### src/rtl/tune_if.sv
// Control/data bundle between tune_accum, the encoder handler and the
// tuning-word consumer.
interface tune_if #(
  parameter int W = 32
);
  logic signed [7:0] enc_move;
  logic              read_enable;
  logic [1:0]        step_sel;
  logic              load;
  logic [W-1:0]      load_value;
  logic [W-1:0]      value;
  logic              changed;

  modport master (
    output enc_move, step_sel, load, load_value,
    input  read_enable, value, changed
  );

  modport slave (
    input  enc_move, step_sel, load, load_value,
    output read_enable, value, changed
  );
endinterface

### src/rtl/tune_accum.sv
// Polls the encoder, scales the detent count and accumulates a clamped word.
// Optional x4 acceleration for fast spins: define TUNE_ACCEL_EN.
module tune_accum #(
  parameter int          W            = 32,
  parameter int          POLL_CYCLES  = 160000,
  parameter int          HOLD_CYCLES  = 4,
  parameter int unsigned STEP0        = 1,
  parameter int unsigned STEP1        = 10,
  parameter int unsigned STEP2        = 100,
  parameter int unsigned STEP3        = 1000,
  parameter logic [W-1:0] VMIN        = W'(0),
  parameter logic [W-1:0] VMAX        = W'(30000000),
  parameter logic [W-1:0] VINIT       = W'(7000000),
  parameter int          ACCEL_THRESH = 4
) (
  input  logic  aclk,
  input  logic  aresetn,
  tune_if.slave bus
);

  localparam int WD = W + 26;
  localparam int PW = $clog2(POLL_CYCLES);
  localparam int HW = $clog2(HOLD_CYCLES);

`ifdef TUNE_ACCEL_EN
  localparam bit ACCEL_ON = 1'b1;
`else
  localparam bit ACCEL_ON = 1'b0;
`endif

  localparam logic signed [WD-1:0] VMIN_X = {{(WD-W){1'b0}}, VMIN};
  localparam logic signed [WD-1:0] VMAX_X = {{(WD-W){1'b0}}, VMAX};

  typedef enum logic [2:0] {
    S_IDLE,
    S_ASSERT,
    S_CAPTURE,
    S_CALC,
    S_UPDATE
  } state_t;

  state_t                 state_q, state_d;
  logic [PW-1:0]          poll_q, poll_d;
  logic [HW-1:0]          hold_q, hold_d;
  logic                   re_q, re_d;
  logic signed [7:0]      cnt_q, cnt_d;
  logic signed [WD-1:0]   delta_q, delta_d;
  logic [W-1:0]           value_q, value_d;
  logic                   changed_q, changed_d;

  logic                   poll_wrap;
  logic [15:0]            step_v;
  logic signed [WD-1:0]   delta_c;
  logic signed [WD-1:0]   sum_c;
  logic [W-1:0]           upd_val;
  logic [W-1:0]           load_val;
  logic                   acc_hit;

  assign poll_wrap = (poll_q == PW'(POLL_CYCLES - 1));

  always_comb begin
    step_v = 16'(STEP0);
    unique case (bus.step_sel)
      2'd0: step_v = 16'(STEP0);
      2'd1: step_v = 16'(STEP1);
      2'd2: step_v = 16'(STEP2);
      2'd3: step_v = 16'(STEP3);
      default: step_v = 16'(STEP0);
    endcase
  end

  // Product and shift both live in WD bits so -128 x 1000 x 4 stays exact.
  always_comb begin
    acc_hit = ACCEL_ON &&
              ((int'(cnt_q) >= ACCEL_THRESH) ||
               (int'(cnt_q) <= -ACCEL_THRESH));
    delta_c = {{(WD-8){cnt_q[7]}}, cnt_q} *
              $signed({{(WD-16){1'b0}}, step_v});
    if (acc_hit) delta_c = delta_c <<< 2;
  end

  always_comb begin
    sum_c = $signed({{(WD-W){1'b0}}, value_q}) + delta_q;
    if (sum_c < VMIN_X)      upd_val = VMIN;
    else if (sum_c > VMAX_X) upd_val = VMAX;
    else                     upd_val = sum_c[W-1:0];
  end

  always_comb begin
    if (bus.load_value < VMIN)      load_val = VMIN;
    else if (bus.load_value > VMAX) load_val = VMAX;
    else                            load_val = bus.load_value;
  end

  always_comb begin
    state_d = state_q;
    poll_d  = poll_wrap ? '0 : poll_q + 1'b1;
    hold_d  = hold_q;
    re_d    = re_q;
    cnt_d   = cnt_q;
    delta_d = delta_q;
    value_d = value_q;
    unique case (state_q)
      S_IDLE: begin
        if (poll_wrap) begin
          state_d = S_ASSERT;
          re_d    = 1'b1;
          hold_d  = '0;
        end
      end
      S_ASSERT: begin
        if (hold_q == HW'(HOLD_CYCLES - 1)) begin
          state_d = S_CAPTURE;
          re_d    = 1'b0;
          cnt_d   = bus.enc_move;
        end else begin
          hold_d = hold_q + 1'b1;
        end
      end
      S_CAPTURE: state_d = S_CALC;
      S_CALC: begin
        delta_d = delta_c;
        state_d = S_UPDATE;
      end
      S_UPDATE: begin
        value_d = upd_val;
        state_d = S_IDLE;
      end
      default: state_d = S_IDLE;
    endcase
    if (bus.load) value_d = load_val;
    changed_d = (value_d != value_q);
  end

  always_ff @(posedge aclk or negedge aresetn) begin
    if (!aresetn) begin
      state_q   <= S_IDLE;
      poll_q    <= '0;
      hold_q    <= '0;
      re_q      <= 1'b0;
      cnt_q     <= '0;
      delta_q   <= '0;
      value_q   <= VINIT;
      changed_q <= 1'b0;
    end else begin
      state_q   <= state_d;
      poll_q    <= poll_d;
      hold_q    <= hold_d;
      re_q      <= re_d;
      cnt_q     <= cnt_d;
      delta_q   <= delta_d;
      value_q   <= value_d;
      changed_q <= changed_d;
    end
  end

  assign bus.read_enable = re_q;
  assign bus.value       = value_q;
  assign bus.changed     = changed_q;

endmodule
### src/flat_wrapper.sv
// flat-port wrapper written by rule: the top's interface ports become plain ports
module tune_accum_flat 
#(
  parameter int          W            = 32,
  parameter int          POLL_CYCLES  = 160000,
  parameter int          HOLD_CYCLES  = 4,
  parameter int unsigned STEP0        = 1,
  parameter int unsigned STEP1        = 10,
  parameter int unsigned STEP2        = 100,
  parameter int unsigned STEP3        = 1000,
  parameter logic [W-1:0] VMIN        = W'(0),
  parameter logic [W-1:0] VMAX        = W'(30000000),
  parameter logic [W-1:0] VINIT       = W'(7000000),
  parameter int          ACCEL_THRESH = 4
)
  (aclk, aresetn, bus_enc_move, bus_step_sel, bus_load, bus_load_value, bus_read_enable, bus_value, bus_changed);
  tune_if #(.W(W)) bus_i ();
  input  logic aclk;
  input  logic aresetn;
  input wire logic [$bits(bus_i.enc_move)-1:0] bus_enc_move;
  input wire logic [$bits(bus_i.step_sel)-1:0] bus_step_sel;
  input wire logic [$bits(bus_i.load)-1:0] bus_load;
  input wire logic [$bits(bus_i.load_value)-1:0] bus_load_value;
  output wire logic [$bits(bus_i.read_enable)-1:0] bus_read_enable;
  output wire logic [$bits(bus_i.value)-1:0] bus_value;
  output wire logic [$bits(bus_i.changed)-1:0] bus_changed;
  assign bus_i.enc_move = bus_enc_move;
  assign bus_i.step_sel = bus_step_sel;
  assign bus_i.load = bus_load;
  assign bus_i.load_value = bus_load_value;
  assign bus_read_enable = bus_i.read_enable;
  assign bus_value = bus_i.value;
  assign bus_changed = bus_i.changed;
  tune_accum #(.W(W), .POLL_CYCLES(POLL_CYCLES), .HOLD_CYCLES(HOLD_CYCLES), .STEP0(STEP0), .STEP1(STEP1), .STEP2(STEP2), .STEP3(STEP3), .VMIN(VMIN), .VMAX(VMAX), .VINIT(VINIT), .ACCEL_THRESH(ACCEL_THRESH)) u_core (.aclk(aclk), .aresetn(aresetn), .bus(bus_i));
endmodule
### config.mk
export PLATFORM = sky130hd
export DESIGN_NAME = tune_accum_flat
export DESIGN_NICKNAME = d
export VERILOG_FILES = /design/src/rtl/tune_if.sv /design/src/rtl/tune_accum.sv /design/src/flat_wrapper.sv
export SDC_FILE = /design/constraint.sdc
export NUM_CORES = 1
export LEC_CHECK = 0
export BUFFER_PORTS_ARGS = -buffer_cell sky130_fd_sc_hd__buf_2
export CORE_AREA = 4 4 153 155
export DETAILED_ROUTE_END_ITERATION = 8
export DIE_AREA = 0 0 157 159
export HOLD_SLACK_MARGIN = 0.1
export PLACE_DENSITY_LB_ADDON = 0.3
export SETUP_SLACK_MARGIN = 0.15
export SLEW_MARGIN = 20
export SYNTH_ARGS = -nofsm -noshare
export SYNTH_HDL_FRONTEND = slang
export SYNTH_SLANG_ARGS = --single-unit
### constraint.sdc
create_clock -name aclk -period 5.6 [get_ports aclk]
set_input_delay 0 -clock aclk [delete_from_list [all_inputs] [get_ports aclk]]
set_output_delay 0 -clock aclk [all_outputs]
set_load 0.1 [all_outputs]
Yosys cells after proc, flatten, opt, wreduce, memory -nomap -nowiden
Index checks and enable logic that the tools add are counted.

Bits in registers: 123. Bits of input ports: 45. Output and inout bits: 34.

$add $sub $neg: 3. Multiply operators: 1. Magnitude comparators: 4. Equal/unequal tests: 13. Muxes and demuxes: 17. Reductions and logical operators: 7.

Operator list (count): 32-bit 2-to-1 mux (6); 16-bit one-hot mux with 4 select lines (1); 33-bit by 58-bit adder with 58-bit output (1); 58-bit by 26-bit > comparator with 1-bit output, second input constant (1); 58-bit by 1-bit < comparator with 1-bit output, second input constant (1); 32-bit by 25-bit > comparator with 1-bit output, second input constant (1); 32-bit by 1-bit < comparator with 1-bit output, second input constant (1); 32-bit inequality test (1); 8-bit by 17-bit multiplier with 25-bit output (1); 18-bit by 1-bit adder with 18-bit output, second input constant (1); 18-bit equality test, second input constant (1); 18-bit 2-to-1 mux (1); 3-bit one-hot mux with 4 select lines (1); 2-bit equality test, second input constant (3); 3-bit by 2-bit equality test with 1-bit output, second input constant (2); 3-bit 2-to-1 mux (2); 3-bit AND reduction (2); 2-bit 2-to-1 mux (2); 2-bit by 1-bit inequality test with 1-bit output, second input constant (2); 2-bit one-hot mux with 2 select lines (1); 2-bit AND reduction (2); 3-bit by 1-bit equality test with 1-bit output, second input constant (1); 3-bit equality test, second input constant (1); 3-bit zero test (1); other kinds (7) (8).

Longest topological paths before layout
Word-level depth: 7. Mapped depth: 28. Gate-level depth less buffers: 27.

Worst setup path before layout
OpenSTA, ideal clock, no wires.

Path kind: reg2reg. Start: reg u_core.value_q[0] (netlist: u_core.bus.value[0]). End: reg u_core.changed_q (netlist: u_core.bus.changed). Data arrival time: 5.096 ns. Required time: 5.463 ns. Slack: 0.367 ns. Stages on the path, launching flop included: 17. Period minus slack after synthesis: 5.233 ns. Cells stage by stage: dfrtp_1 > ha_1 > fa_1 > a211oi_2 > o211ai_4 > a31oi_1 > o21ai_2 > xnor2_1 > or3_1 > or4_1 > or3_1 > buf_2 > a211oi_2 > nor4_1 > or4_1 > nor4b_2 > nand4_1.

Cells in the longest elaborated chain, start to end: 7. Elaborated cells on any way between the ends: 8. Those cells by class: add/sub (1); order compare (2); eq/ne (1); mux (4).

Ends and longest elaborated chain: start: declaration (line tune_accum.sv:48) `logic [W-1:0] value_q, value_d;`; start signal: assignment (line tune_accum.sv:152) `value_q <= value_d;`; 33-bit by 58-bit adder with 58-bit output (line tune_accum.sv:83) `sum_c = $signed({{(WD-W){1'b0}}, value_q}) + delta_q;`; 58-bit by 26-bit > comparator with 1-bit output (line tune_accum.sv:85) `else if (sum_c > VMAX_X) upd_val = VMAX;`; 32-bit 2-to-1 mux (line tune_accum.sv:85); 32-bit 2-to-1 mux (line tune_accum.sv:84) `if (sum_c < VMIN_X) upd_val = VMIN;`; 32-bit 2-to-1 mux (line tune_accum.sv:103) `unique case (state_q)`; 32-bit 2-to-1 mux (line tune_accum.sv:131) `if (bus.load) value_d = load_val;`; 32-bit inequality test * (line tune_accum.sv:132) `changed_d = (value_d != value_q);`; named net u_core.changed_d (line tune_accum.sv:49) `logic changed_q, changed_d;`; end signal: assignment (line tune_accum.sv:153) `changed_q <= changed_d;`; end: declaration (line tune_accum.sv:49).

Mark *: on every way through the listed nets, which the timed path passes. The rest lies on a longest branch. A chain may end at the register's enable or synchronous reset.

Final worst setup path
Start: reg u_core.cnt_q[3]. End: reg u_core.delta_q[21].

Cells in the longest elaborated chain, start to end: 1.

Ends and longest elaborated chain: start: declaration (line tune_accum.sv:46) `logic signed [7:0] cnt_q, cnt_d;`; start signal: assignment (line tune_accum.sv:150) `cnt_q <= cnt_d;`; 8-bit by 17-bit multiplier with 25-bit output (line tune_accum.sv:77) `delta_c = {{(WD-8){cnt_q[7]}}, cnt_q} *`; end signal: assignment (line tune_accum.sv:151) `delta_q <= delta_d;`; end: declaration (line tune_accum.sv:47) `logic signed [WD-1:0] delta_q, delta_d;`.

No other way between the ends.

==> impl_summary.log <==
INFO  metric arrival = 5.36 ns
INFO  metric drt-wirelength-per-cell = 17.5 microns
INFO  metric syn_inst = 1,184
INFO  metric ff_to_ff_setup_slack = 0.54 ns
INFO  metric postSynth.asyncResetShare = 100%
INFO  metric rows = 54
INFO  metric post_synth_num_cell_types = 87
INFO  metric postPlaceCellArea = 10,400 sq um
INFO  metric cts.path.max_buffers = 2
INFO  metric insertion_delay = 0.36 ns
INFO  metric ys_seq_elements = 90
INFO  metric first_pass_grt_wire_length = 45,200 microns
INFO  metric layout_worst_path_cycle_share = 90.3%
INFO  metric drive_gt1_share = 13.4%
INFO  metric power_density = 137 nW/um^2
INFO  metric cp_top_family = adder cells
INFO  metric initialDrtViolationCount = 632
INFO  metric post_cts_setup_driven_buffer_insertion_count = 0
INFO  metric floorplan.io_pins = 79
INFO  metric clk_pin_slew_worst_paths = 0.07 ns
INFO  metric via_per_inst = 5.83
INFO  metric count_of_final_setup_violators = 0
INFO  metric headroom_to_the_max_slew_limit = 40.6%
INFO  metric globalRoute.totalOverflow = 0
INFO  metric core = 21,800 sq um
INFO  metric fmaxAchievable = 0.198 GHz
INFO  metric synth_edf_count = 0
INFO  metric cp_slowest_cell = sky130_fd_sc_hd__fa_1
INFO  metric post-route-drc-count = 0
INFO  metric floorplan.die.height = 159 microns
INFO  metric detail_route.first_pass.iterations = 5
INFO  metric worst_path_largest_cell_delay = 0.58 ns
INFO  metric vias_in_the_first_global_route = 8,891
INFO  metric numCtsBuffers = 9
INFO  metric path_max_fanout = 5
INFO  metric horizontal_die_dimension = 157 microns
INFO  metric final_hold_viol_count = 0
INFO  metric average_cell_area_after_synthesis = 8.22 sq um
INFO  metric setup_tns = 0 ns
INFO  metric combined_area_of_all_synthesized_cells = 9740 sq um
INFO  metric cts_htree_levels = 3
INFO  metric layout.nets = 1,453
INFO  metric antenna_cells = 0
INFO  metric critPathCaptureType = register
INFO  metric ys_seq_area_share = 23.3%
INFO  metric port_buffers = 78
INFO  metric static-leakage-power = 0.00523 uW
INFO  metric synth_top_area_share = 20.0%
INFO  metric kind_of_start_point_of_the_critical_path = register
INFO  metric num-fill-cells = 2,101
INFO  metric worstHoldPathType = primary input to register
INFO  metric layout_overhead_on_the_synthesized_area = 14.1%
INFO  metric vias = 9,106
INFO  metric floorplan.die_area = 25,000 sq um
INFO  metric antenna_found_initial = 0
INFO  metric numClockSinks = 90
INFO  metric post_synth_most_frequent_cells = sky130_fd_sc_hd__nand2_1 (129), sky130_fd_sc_hd__inv_1 (102), sky130_fd_sc_hd__ha_1 (91), sky130_fd_sc_hd__nor2_1 (83), sky130_fd_sc_hd__dfrtp_1 (78)
INFO  metric synth_flop_cell = sky130_fd_sc_hd__dfrtp_1
INFO  metric critical_path_required = 5.90 ns
INFO  metric timing.critical_path.buf_inv = 2
INFO  metric tightest_slew = 0.891 ns
INFO  metric synth_most_common_cell = sky130_fd_sc_hd__nand2_1
INFO  metric run_status = finished clean
INFO  metric gpl.final_weighted_congestion = 0.964
INFO  metric cts_tree = built
INFO  metric worst_ir_drop_vdd = 0.130 mV
INFO  metric cts_root_buf = sky130_fd_sc_hd__clkbuf_16
INFO  metric largest_net_degree_at_the_start_of_global_routing = 71
INFO  metric rsz0062_at_grt = no
INFO  metric initial_core_util = 44.6%
INFO  metric crit_type = register to register
INFO  metric postLayoutCellArea = 11,100 sq um
INFO  metric post_synth_top_area_cell = sky130_fd_sc_hd__dfrtp_1
INFO  metric worstPathCellList = and2_1, and2_1, fa_1, ha_1, ha_1, inv_1, fa_1, inv_1, ha_1, a21o_1, a21oi_1, o21ai_0, a21oi_1, o21ai_0, a21oi_2, o211ai_1, a311oi_1, o21bai_1, a21oi_1, xnor2_1, nand2_1, nand2_1
INFO  metric grtUsageTotal = 21.8%
INFO  metric drv.max_cap_violation_count = 0
INFO  metric max_slew_violation_total_from_the_final_report = 0
INFO  metric drtAntennaViolNets = 0
INFO  metric min_period = 5.06 ns
INFO  metric synthesis.yosys.warnings = 0
INFO  metric postRouteWirelength = 27,400 microns
INFO  metric synth.top_cells.by_area = sky130_fd_sc_hd__dfrtp_1 (20%), sky130_fd_sc_hd__ha_1 (12%), sky130_fd_sc_hd__fa_1 (8.4%)
INFO  metric worst_clock_skew_on_the_final_layout = 0.0133 ns
INFO  metric dpl.hpwl = 21,400 microns
worst min-delay path, delay by kind of cell:
family,cells,cell delay (ns)
AO/OA/AOI/OAI,1,0.14
AND/OR/NAND/NOR,1,0.18
buffers and inverters,1,0.11
layout make-up:
class,count,area (sq um),area share [%]
clock inverter,7,92.6,0.833
multi-input combinational,937,6880,61.9
sequential,90,2270,20.4
clock buffer,9,225,2.03
timing repair buffer,135,911,8.20
inverter,103,387,3.48
tap,280,350,3.15
cell families after synthesis:
| group | share of synthesized area (%) |
|---|---|
| and+or+nand+nor | 19.7 |
| AOI/OAI and AO/OA | 22.9 |
| buffers and inverters | 6.30 |
| adders and majority gates | 20.1 |
| DFF | 23.3 |
| xor gates and xnor gates | 5.76 |
| muxes | 1.93 |
| other | 0.0771 |
power breakdown:
part           internal (uW)  total (uW)  switching [uW]
combinational           80.8         207             126
sequential               652         654            1.97
clock                    359         660             301
metrics by stage:
step           std cells  setup WS [ns]  hold slack [ns]  total power (uW)  util [%]
3_5_place_dp        1509          0.197          -0.0798               852      47.7
5_1_grt             1561          0.179            0.158              1590      50.9
2_1_floorplan       1185          0.367           -0.296               783         -
3_3_place_gp        1509          0.390          -0.0822               850      47.7
4_1_cts             1561          0.231            0.104              1540      50.8
6_report            1561          0.541            0.124              1520      50.9
worst paths after layout:
path | start | end | depth (start not counted)
max | u_core.cnt_q[3]$_DFFE_PN0P_ | u_core.delta_q[21]$_DFFE_PN0P_ | 22
min | bus_load_value[0] | u_core.bus.value[0]$_DFF_PN0_ | 3
max reg2reg | u_core.cnt_q[3]$_DFFE_PN0P_ | u_core.delta_q[21]$_DFFE_PN0P_ | 22
min reg2reg | u_core.poll_q[4]$_DFF_PN0_ | u_core.poll_q[4]$_DFF_PN0_ | 1
max in group asynchronous | aresetn | u_core.bus.value[28]$_DFF_PN0_ | 3
min in group asynchronous | aresetn | u_core.bus.value[22]$_DFF_PN1_ | 2
timing repair:
item	in CTS	in global routing
hold buffers	36	0
endpoints found under the setup margin	0	7
gates resized for setup	0	11
hold endpoints to repair	52	0
cell usage in the layout (no fill, tap or decap), drive strengths merged, types with 5 or more instances in the layout:
cell type	n
o221ai	5
nand4	20
o21a	9
inv	107
nor3	35
clkbuf	9
o21bai	12
a31oi	11
o211ai	15
dlygate4sd3	36
and2	31
mux2	11
or2	5
o31ai	8
nand2b	7
a21o	13
xnor2	44
a221oi	7
a211oi	13
and3	17
nor2	83
fa	41
ha	91
buf	99
a22oi	15
a21oi	73
mux2i	6
xor2	20
nand2	130
a21boi	6
o21ai	91
nand3	23
dfrtp	78
dfstp	12
nor4	11
o22ai	7
per-layer routing:
| metal | vias to the layer above | global-route usage [%] | wire length [microns] |
|---|---|---|---|
| met5 | - | 0 | 0 |
| met4 | 0 | 6.59 | 800 |
| met3 | 62 | 3.26 | 1600 |
| met2 | 325 | 34.8 | 12400 |
| met1 | 4317 | 30.7 | 12500 |
| li1 | 4402 | - | - |
registers in the layout, summed over array words and instances, names as in the netlist:
register / cells
u_core.hold_q: 2
u_core.bus.changed: 1
u_core.bus.read_enable: 1
u_core.cnt_q: 8
u_core.bus.value: 32
u_core.delta_q: 25
u_core.state_q: 3
u_core.poll_q: 18
Power figures use the tool's default switching activity.
